[config.mk]
export PLATFORM = sky130hd
export DESIGN_NAME = poly_add_sub_ctrl_flat
export DESIGN_NICKNAME = d
export VERILOG_FILES = /design/src/rtl/poly_arith_pkg.sv /design/src/rtl/poly_add_sub_ctrl_if.sv /design/src/rtl/mod_uni_add_sub.sv /design/src/rtl/poly_add_sub_ctrl.sv /design/src/flat_wrapper.sv
export SDC_FILE = /design/constraint.sdc
export NUM_CORES = 1
export LEC_CHECK = 0
export CORE_MARGIN = 4
export CORE_UTILIZATION = 59
export CTS_CLUSTER_SIZE = 8
export DETAILED_ROUTE_END_ITERATION = 10
export PLACE_DENSITY = 0.95
export SLEW_MARGIN = 20
export SYNTH_ARGS = -nofsm -noshare
export SYNTH_HDL_FRONTEND = slang
export SYNTH_HIERARCHICAL = 1
export SYNTH_SLANG_ARGS = --single-unit
[constraint.sdc]
create_clock -name clk_i -period 3.7 [get_ports clk_i]
set_input_delay 0.925 -clock clk_i [delete_from_list [all_inputs] [get_ports clk_i]]
set_output_delay 0.925 -clock clk_i [all_outputs]
set_load 0.01 [all_outputs]
[src/rtl/poly_arith_pkg.sv]
// Shared types and constants for the polynomial arithmetic datapath.
package poly_arith_pkg;

   localparam logic [11:0] Q      = 12'd3329;
   localparam int          POLY_N = 256;

   typedef logic [11:0] coeff_t;
   typedef logic [7:0]  poly_addr_t;

endpackage

[src/rtl/poly_add_sub_ctrl_if.sv]
// Coefficient memory bus: shared A/B read port plus the result write port.
interface poly_add_sub_ctrl_if;
   import poly_arith_pkg::*;

   logic       rd_en;
   poly_addr_t rd_addr;
   coeff_t     a_rdata;
   coeff_t     b_rdata;
   logic       wr_en;
   poly_addr_t wr_addr;
   coeff_t     wr_data;

   modport master (
      output rd_en, rd_addr, wr_en, wr_addr, wr_data,
      input  a_rdata, b_rdata
   );

   modport slave (
      input  rd_en, rd_addr, wr_en, wr_addr, wr_data,
      output a_rdata, b_rdata
   );

endinterface

[src/rtl/mod_uni_add_sub.sv]
// Combinational modular add/subtract of two coefficients already reduced mod Q.
module mod_uni_add_sub
   import poly_arith_pkg::*;
(
   input  coeff_t i_op1,
   input  coeff_t i_op2,
   input  logic   i_is_sub,
   output coeff_t o_res
);

   logic [12:0] w_sum;
   logic [12:0] w_sum_red;
   logic [12:0] w_diff;
   logic [11:0] w_diff_wrap;

   always_comb begin
      w_sum       = {1'b0, i_op1} + {1'b0, i_op2};
      w_sum_red   = w_sum - {1'b0, Q};
      w_diff      = {1'b0, i_op1} - {1'b0, i_op2};
      // A negative difference lands in 1..Q-1 after adding Q, so 12 bits suffice.
      w_diff_wrap = w_diff[11:0] + Q;
      if (i_is_sub) begin
         if (w_diff[12]) begin
            o_res = w_diff_wrap;
         end else begin
            o_res = w_diff[11:0];
         end
      end else begin
         if (w_sum_red[12]) begin
            o_res = w_sum[11:0];
         end else begin
            o_res = w_sum_red[11:0];
         end
      end
   end

endmodule

[src/rtl/poly_add_sub_ctrl.sv]
// Sequencer for R[k] = (A[k] +/- B[k]) mod Q over a whole polynomial:
// issues reads, runs a 2-stage pipeline through mod_uni_add_sub and writes results in order.
module poly_add_sub_ctrl
   import poly_arith_pkg::*;
(
   input  logic                       clk_i,
   input  logic                       rst_ni,
   input  logic                       start_i,
   input  logic                       is_sub_i,
   input  logic                       stall_i,
   output logic                       busy_o,
   output logic                       done_o,
   poly_add_sub_ctrl_if.master        mem
);

   typedef enum logic [1:0] {
      S_IDLE  = 2'd0,
      S_RUN   = 2'd1,
      S_DRAIN = 2'd2,
      S_DONE  = 2'd3
   } state_t;

   state_t     r_state;
   state_t     w_state_nxt;
   poly_addr_t r_cnt;
   poly_addr_t w_cnt_nxt;
   logic       r_is_sub;
   logic       w_is_sub_nxt;
   logic       w_rd_en;

   logic       r_v1;
   poly_addr_t r_a1;
   logic       r_v2;
   poly_addr_t r_a2;
   coeff_t     r_d2;
   coeff_t     w_res;

   always_ff @(posedge clk_i or negedge rst_ni) begin
      if (!rst_ni) begin
         r_state  <= S_IDLE;
         r_cnt    <= 8'd0;
         r_is_sub <= 1'b0;
      end else begin
         r_state  <= w_state_nxt;
         r_cnt    <= w_cnt_nxt;
         r_is_sub <= w_is_sub_nxt;
      end
   end

   always_comb begin
      w_state_nxt  = r_state;
      w_cnt_nxt    = r_cnt;
      w_is_sub_nxt = r_is_sub;
      w_rd_en      = 1'b0;
      case (r_state)
         S_IDLE: begin
            if (start_i) begin
               w_is_sub_nxt = is_sub_i;
               w_cnt_nxt    = 8'd0;
               w_state_nxt  = S_RUN;
            end else begin
               w_state_nxt  = S_IDLE;
            end
         end
         S_RUN: begin
            if (!stall_i) begin
               w_rd_en   = 1'b1;
               w_cnt_nxt = r_cnt + 8'd1;
               if (r_cnt == poly_addr_t'(POLY_N - 1)) begin
                  w_state_nxt = S_DRAIN;
               end else begin
                  w_state_nxt = S_RUN;
               end
            end else begin
               w_state_nxt = S_RUN;
            end
         end
         S_DRAIN: begin
            if (!r_v1 && !r_v2) begin
               w_state_nxt = S_DONE;
            end else begin
               w_state_nxt = S_DRAIN;
            end
         end
         S_DONE: begin
            w_state_nxt = S_IDLE;
         end
         default: begin
            w_state_nxt = S_IDLE;
         end
      endcase
   end

   mod_uni_add_sub u_mod_uni_add_sub (
      .i_op1    (mem.a_rdata),
      .i_op2    (mem.b_rdata),
      .i_is_sub (r_is_sub),
      .o_res    (w_res)
   );

   // Pipeline runs regardless of stall so in-flight reads always get written.
   always_ff @(posedge clk_i or negedge rst_ni) begin
      if (!rst_ni) begin
         r_v1 <= 1'b0;
         r_a1 <= 8'd0;
         r_v2 <= 1'b0;
         r_a2 <= 8'd0;
         r_d2 <= 12'd0;
      end else begin
         r_v1 <= w_rd_en;
         r_a1 <= r_cnt;
         r_v2 <= r_v1;
         r_a2 <= r_a1;
         if (r_v1) begin
            r_d2 <= w_res;
         end
      end
   end

   assign mem.rd_en   = w_rd_en;
   assign mem.rd_addr = r_cnt;
   assign mem.wr_en   = r_v2;
   assign mem.wr_addr = r_a2;
   assign mem.wr_data = r_d2;
   assign busy_o      = (r_state != S_IDLE);
   assign done_o      = (r_state == S_DONE);

endmodule

[src/flat_wrapper.sv]
// flat-port wrapper written by rule: the top's interface ports become plain ports
module poly_add_sub_ctrl_flat import poly_arith_pkg::*;
  (clk_i, rst_ni, start_i, is_sub_i, stall_i, busy_o, done_o, mem_rd_en, mem_rd_addr, mem_wr_en, mem_wr_addr, mem_wr_data, mem_a_rdata, mem_b_rdata);
  poly_add_sub_ctrl_if mem_i ();
  input  logic clk_i;
  input  logic rst_ni;
  input  logic start_i;
  input  logic is_sub_i;
  input  logic stall_i;
  output logic busy_o;
  output logic done_o;
  output wire logic [$bits(mem_i.rd_en)-1:0] mem_rd_en;
  output wire logic [$bits(mem_i.rd_addr)-1:0] mem_rd_addr;
  output wire logic [$bits(mem_i.wr_en)-1:0] mem_wr_en;
  output wire logic [$bits(mem_i.wr_addr)-1:0] mem_wr_addr;
  output wire logic [$bits(mem_i.wr_data)-1:0] mem_wr_data;
  input wire logic [$bits(mem_i.a_rdata)-1:0] mem_a_rdata;
  input wire logic [$bits(mem_i.b_rdata)-1:0] mem_b_rdata;
  assign mem_rd_en = mem_i.rd_en;
  assign mem_rd_addr = mem_i.rd_addr;
  assign mem_wr_en = mem_i.wr_en;
  assign mem_wr_addr = mem_i.wr_addr;
  assign mem_wr_data = mem_i.wr_data;
  assign mem_i.a_rdata = mem_a_rdata;
  assign mem_i.b_rdata = mem_b_rdata;
  poly_add_sub_ctrl u_core (.clk_i(clk_i), .rst_ni(rst_ni), .start_i(start_i), .is_sub_i(is_sub_i), .stall_i(stall_i), .busy_o(busy_o), .done_o(done_o), .mem(mem_i));
endmodule
==> out/results.ini, run 1 <==
[run_status]
outcome=aborted with a tool error
stop_stage=global routing (5_1_grt)
error_line=[ERROR GRT-0232] Routing congestion too high. Check the congestion heatmap in the GUI.

[grt]
grt_usage=0.951
grt_overflow_total=611
grt_max_degree=42

[place]
hpwl_um=8960
gp_congestion=0.931
placed_cell_area_um2=5110
io_buffer_count=60
place_inst=627

[floorplan]
initial_utilization=0.615
ios=61
rows=28
die_y_um=87.3
dieWidth_um=87.3

[logic_synthesis]
ys_types=74
syn_area_um2=3710
yosys.area.top_type=dfrtp_1
synth.most_common_cell=dfrtp_1
synth-seq-cells=41
yosys-top-cells-area=dfrtp_1, ha_1, mux2_2, inv_1, nor3_1
synthTopCellsByCount=dfrtp_1, inv_1, ha_1
synth-edff-count=0
syn_nets=470
async_flop_share=1.00
synth-main-ff-cell=dfrtp_1
ys_warn_count=6
synth-seq-area-share=0.277
synthCells=412
post-synth-top-area-fraction=0.277
postSynthAreaPerCell_um2=9.00

[sta]
worst_endpoint=u_core/mem.wr_data[2]$_DFFE_PN0P_/D
worst_endpoint_kind=register input

[cts]
cts_root_buf=clkbuf_8
cts_num_sinks=41
htree_levels=2
cts_inserted_buffers=5
clockBufferDepth=2

-- routing by layer --
| layer | GRT overflow | GRT usage |
|---|---|---|
| met1 | 2 | 0.854 |
| met2 | 440 | 1.24 |
| met3 | 5 | 0.672 |
| met4 | 163 | 1.12 |
| met5 | 1 | 0.294 |
-- through the flow --
step / TNS (ns) / setup slack, ns / hold WS, ns
after floorplan: 0 / 0.00100 / 0.331
after global placement: -6.23 / -0.585 / 0.332
after detailed placement: -8.59 / -0.781 / 0.336
after CTS: 0 / 0.00437 / 0.351
-- what timing repair did --
action,CTS
setup endpoints to repair,12
pin swaps,22
buffers inserted,22
resized for setup,113
hold buffers,0
-- cells by family after synthesis --
family / after synthesis / synth area share
xor gates and xnor gates: 16 / 0.0378
muxes: 17 / 0.0500
buffers and inverters: 49 / 0.0584
and+or+nand+nor: 148 / 0.222
DFF: 41 / 0.277
AOI/OAI and AO/OA: 112 / 0.253
adders and majority gates: 29 / 0.102
==> run 2: changes to the inputs <==
--- a/config.mk
+++ b/config.mk
@@ -6,10 +6,9 @@
 export NUM_CORES = 1
 export LEC_CHECK = 0
 export CORE_MARGIN = 4
-export CORE_UTILIZATION = 59
-export CTS_CLUSTER_SIZE = 8
+export CORE_UTILIZATION = 40
 export DETAILED_ROUTE_END_ITERATION = 10
-export PLACE_DENSITY = 0.95
+export PLACE_DENSITY_LB_ADDON = 0.15
 export SLEW_MARGIN = 20
 export SYNTH_ARGS = -nofsm -noshare
 export SYNTH_HDL_FRONTEND = slang
==> run 2 against run 1 <==
The flow now finishes, with violations (negative setup slack). Synthesized area unchanged. Synthesized cell count unchanged.
==> out/results.ini, run 2 <==
[setup_path]
critPathLaunchType=primary input
slowest_stage=a221oi_4
r2r-start=u_core/r_is_sub
r2r_slack_ns=1.37
path_class=in2reg
worstPathArrival_ns=4.04
worstPathMaxFanout=6
cpMostUsedCell=buf_6
reg2reg_depth=4
slowest_delay_ns=0.46
end_kind=flop
r2r-end=u_core/mem.wr_data[1]
path_cells=buf_8, buf_6, fa_2, nand2b_4, a2111oi_4, buf_4, o31ai_4, a31oi_4, a221oi_4, a2111oi_4, buf_4, buf_6, buf_6, o311a_4, nor4_4, mux2_4
cp-endpoint=u_core/mem.wr_data[7]
cp.required_ns=3.94
worstSetupStartpoint=mem_a_rdata[1]

[place]
place_inst=661
gp_congestion=0.876
hpwl_um=8160
io_buffer_count=60
dp_slack_ns=-0.749

[logic_synthesis]
yosys-top-cells-area=dfrtp_1, ha_1, mux2_2, inv_1, nor3_1
yosys.area.top_type=dfrtp_1
synthTopCellsByCount=dfrtp_1, inv_1, ha_1
syn_area_um2=3710
ys_types=74
ys_warn_count=6
synthCells=412
synth-seq-area-share=0.277
post-synth-top-area-fraction=0.277
synth.most_common_cell=dfrtp_1
synth-seq-cells=41
syn_nets=470
synth-edff-count=0
async_flop_share=1.00
synth-main-ff-cell=dfrtp_1
postSynthAreaPerCell_um2=9.00

[drt]
dr.pass1.iters=4
wire_per_inst_um=15.9
vias=3836
viasPerCell=5.54
drc_errors=0
detail_route.wirelength_um=11000
ant_nets=0
drt_iter0_markers=190

[power_and_ir_drop]
p_leak_nw=2.63
powerDensity_nw_per_um2=393
irDropWorstVdd_v=0.000297

[floorplan]
core_area_um2=8850
dieWidth_um=104
die_y_um=104
rows=34
ios=61
initial_utilization=0.419
dieArea_um2=10900

[run_status]
violations=negative setup slack
outcome=finished with violations

[cts]
worstSkewPairLatency_ns=0.29
cts_num_sinks=41
cts_root_buf=clkbuf_8
htree_levels=2
path_clk_slew_ns=0.09
clockBufferDepth=2
cts_tree=done
cts_inserted_buffers=5
hold_buffers=0

[sta]
slew_violations=0
finalCritPeriodShare=1.03
fin_tns_setup_ns=-0.546
rsz0062_at_grt=yes
layout_setup_ws_ns=-0.100
finalSetupViolCount=10
relSlewSlack=0.402
fin_skew_ns=0.00525
worst_slew_pin_slew_ns=0.896
max_clock_freq_mhz=263
fin_crit_ns=3.80
hold_violations=0

[layout]
final_cell_mix=buf_4, clkdlybuf4s50_1, dfrtp_1
syn_to_final_growth_pct=57.5
instances_no_fill=693
largest_reg_flops=12
drive_gt1_frac=0.374
mostFrequentLayoutCell=buf_4
n_antenna_cell=0
final_nets=642

[job]
maxCapViolations=0

[grt]
grt_pass1_wl_um=18300
grt_max_degree=42
grt_usage=0.198
grt_pass1_vias=3837
grt_overflow_total=0
antenna_found_initial=0

[hold_path]
hp-class=reg2reg

## run 2: cell counts after synthesis
No cell type changed its count.
## run 2: worst min path at each step
stage,slack [ns],endpoint,start,cells past startpoint
detailed placement,0.34,u_core/mem.wr_addr[4],u_core/r_a1[4],0
floorplan,0.33,u_core/mem.wr_addr[0],u_core/r_a1[0],0
finish,0.35,u_core/mem.wr_addr[0],u_core/r_a1[0],0
global placement,0.33,u_core/mem.wr_addr[4],u_core/r_a1[4],0
global route,0.36,u_core/mem.wr_addr[0],u_core/r_a1[0],0
CTS,0.35,u_core/mem.wr_addr[0],u_core/r_a1[0],0
## run 2: area by class of cell
| class | count | area [um2] |
|---|---|---|
| clock buffer | 5 | 68.8 |
| clock inverter | 3 | 25.0 |
| fill | 730 | 3010 |
| inverter | 28 | 105 |
| multi-input combinational | 323 | 2900 |
| sequential | 41 | 1030 |
| tap | 108 | 135 |
| timing repair buffer | 185 | 1580 |
## run 2: kinds of logic after synthesis
family / Yosys count / share of synthesized area
AOI/OAI and AO/OA: 112 / 0.253
xor gates and xnor gates: 16 / 0.0378
adders and majority gates: 29 / 0.102
buffers and inverters: 49 / 0.0584
DFF: 41 / 0.277
muxes: 17 / 0.0500
and+or+nand+nor: 148 / 0.222
## run 2: metrics by stage
stage	instance area (um2)	hold WS (ns)	utilization	power (mW)
after floorplan	3780	0.331	-	1.24
after global placement	5170	0.332	0.584	1.81
after detailed placement	5170	0.336	0.584	1.84
after CTS	5540	0.349	0.626	2.21
after global routing	5840	0.360	0.660	2.45
final	5840	0.353	0.660	2.29
## run 2: report_power, final
part           switching [mW]  total (mW)  leakage (nW)  internal, mW
Sequential             0.0902       0.664         0.512         0.573
Clock                   0.166       0.302        0.0447         0.136
Combinational           0.600        1.33          2.08         0.726
## run 2: metal layers
layer	GRT usage	routed length, um	up-vias
met5	0	0	-
met4	0.0351	136	0
met3	0.0304	374	15
li1	-	-	1897
met2	0.353	5610	79
met1	0.254	4910	1845
## run 2: critical path: cells and delay by family
| family | cells | cell delay [ns] |
|---|---|---|
| adders and majority gates | 1 | 0.42 |
| AOI/OAI and AO/OA | 6 | 1.33 |
| and+or+nand+nor | 2 | 0.37 |
| buffers and inverters | 6 | 0.80 |
| muxes | 1 | 0.18 |
## run 2: what timing repair did
action | in CTS | in global routing
setup buffers | 17 | 10
pin swaps | 22 | 25
gates resized for setup | 85 | 40
setup endpoints to repair | 12 | 12
gates cloned | 1 | 0
No activity file was read; power rests on OpenSTA's default activity.
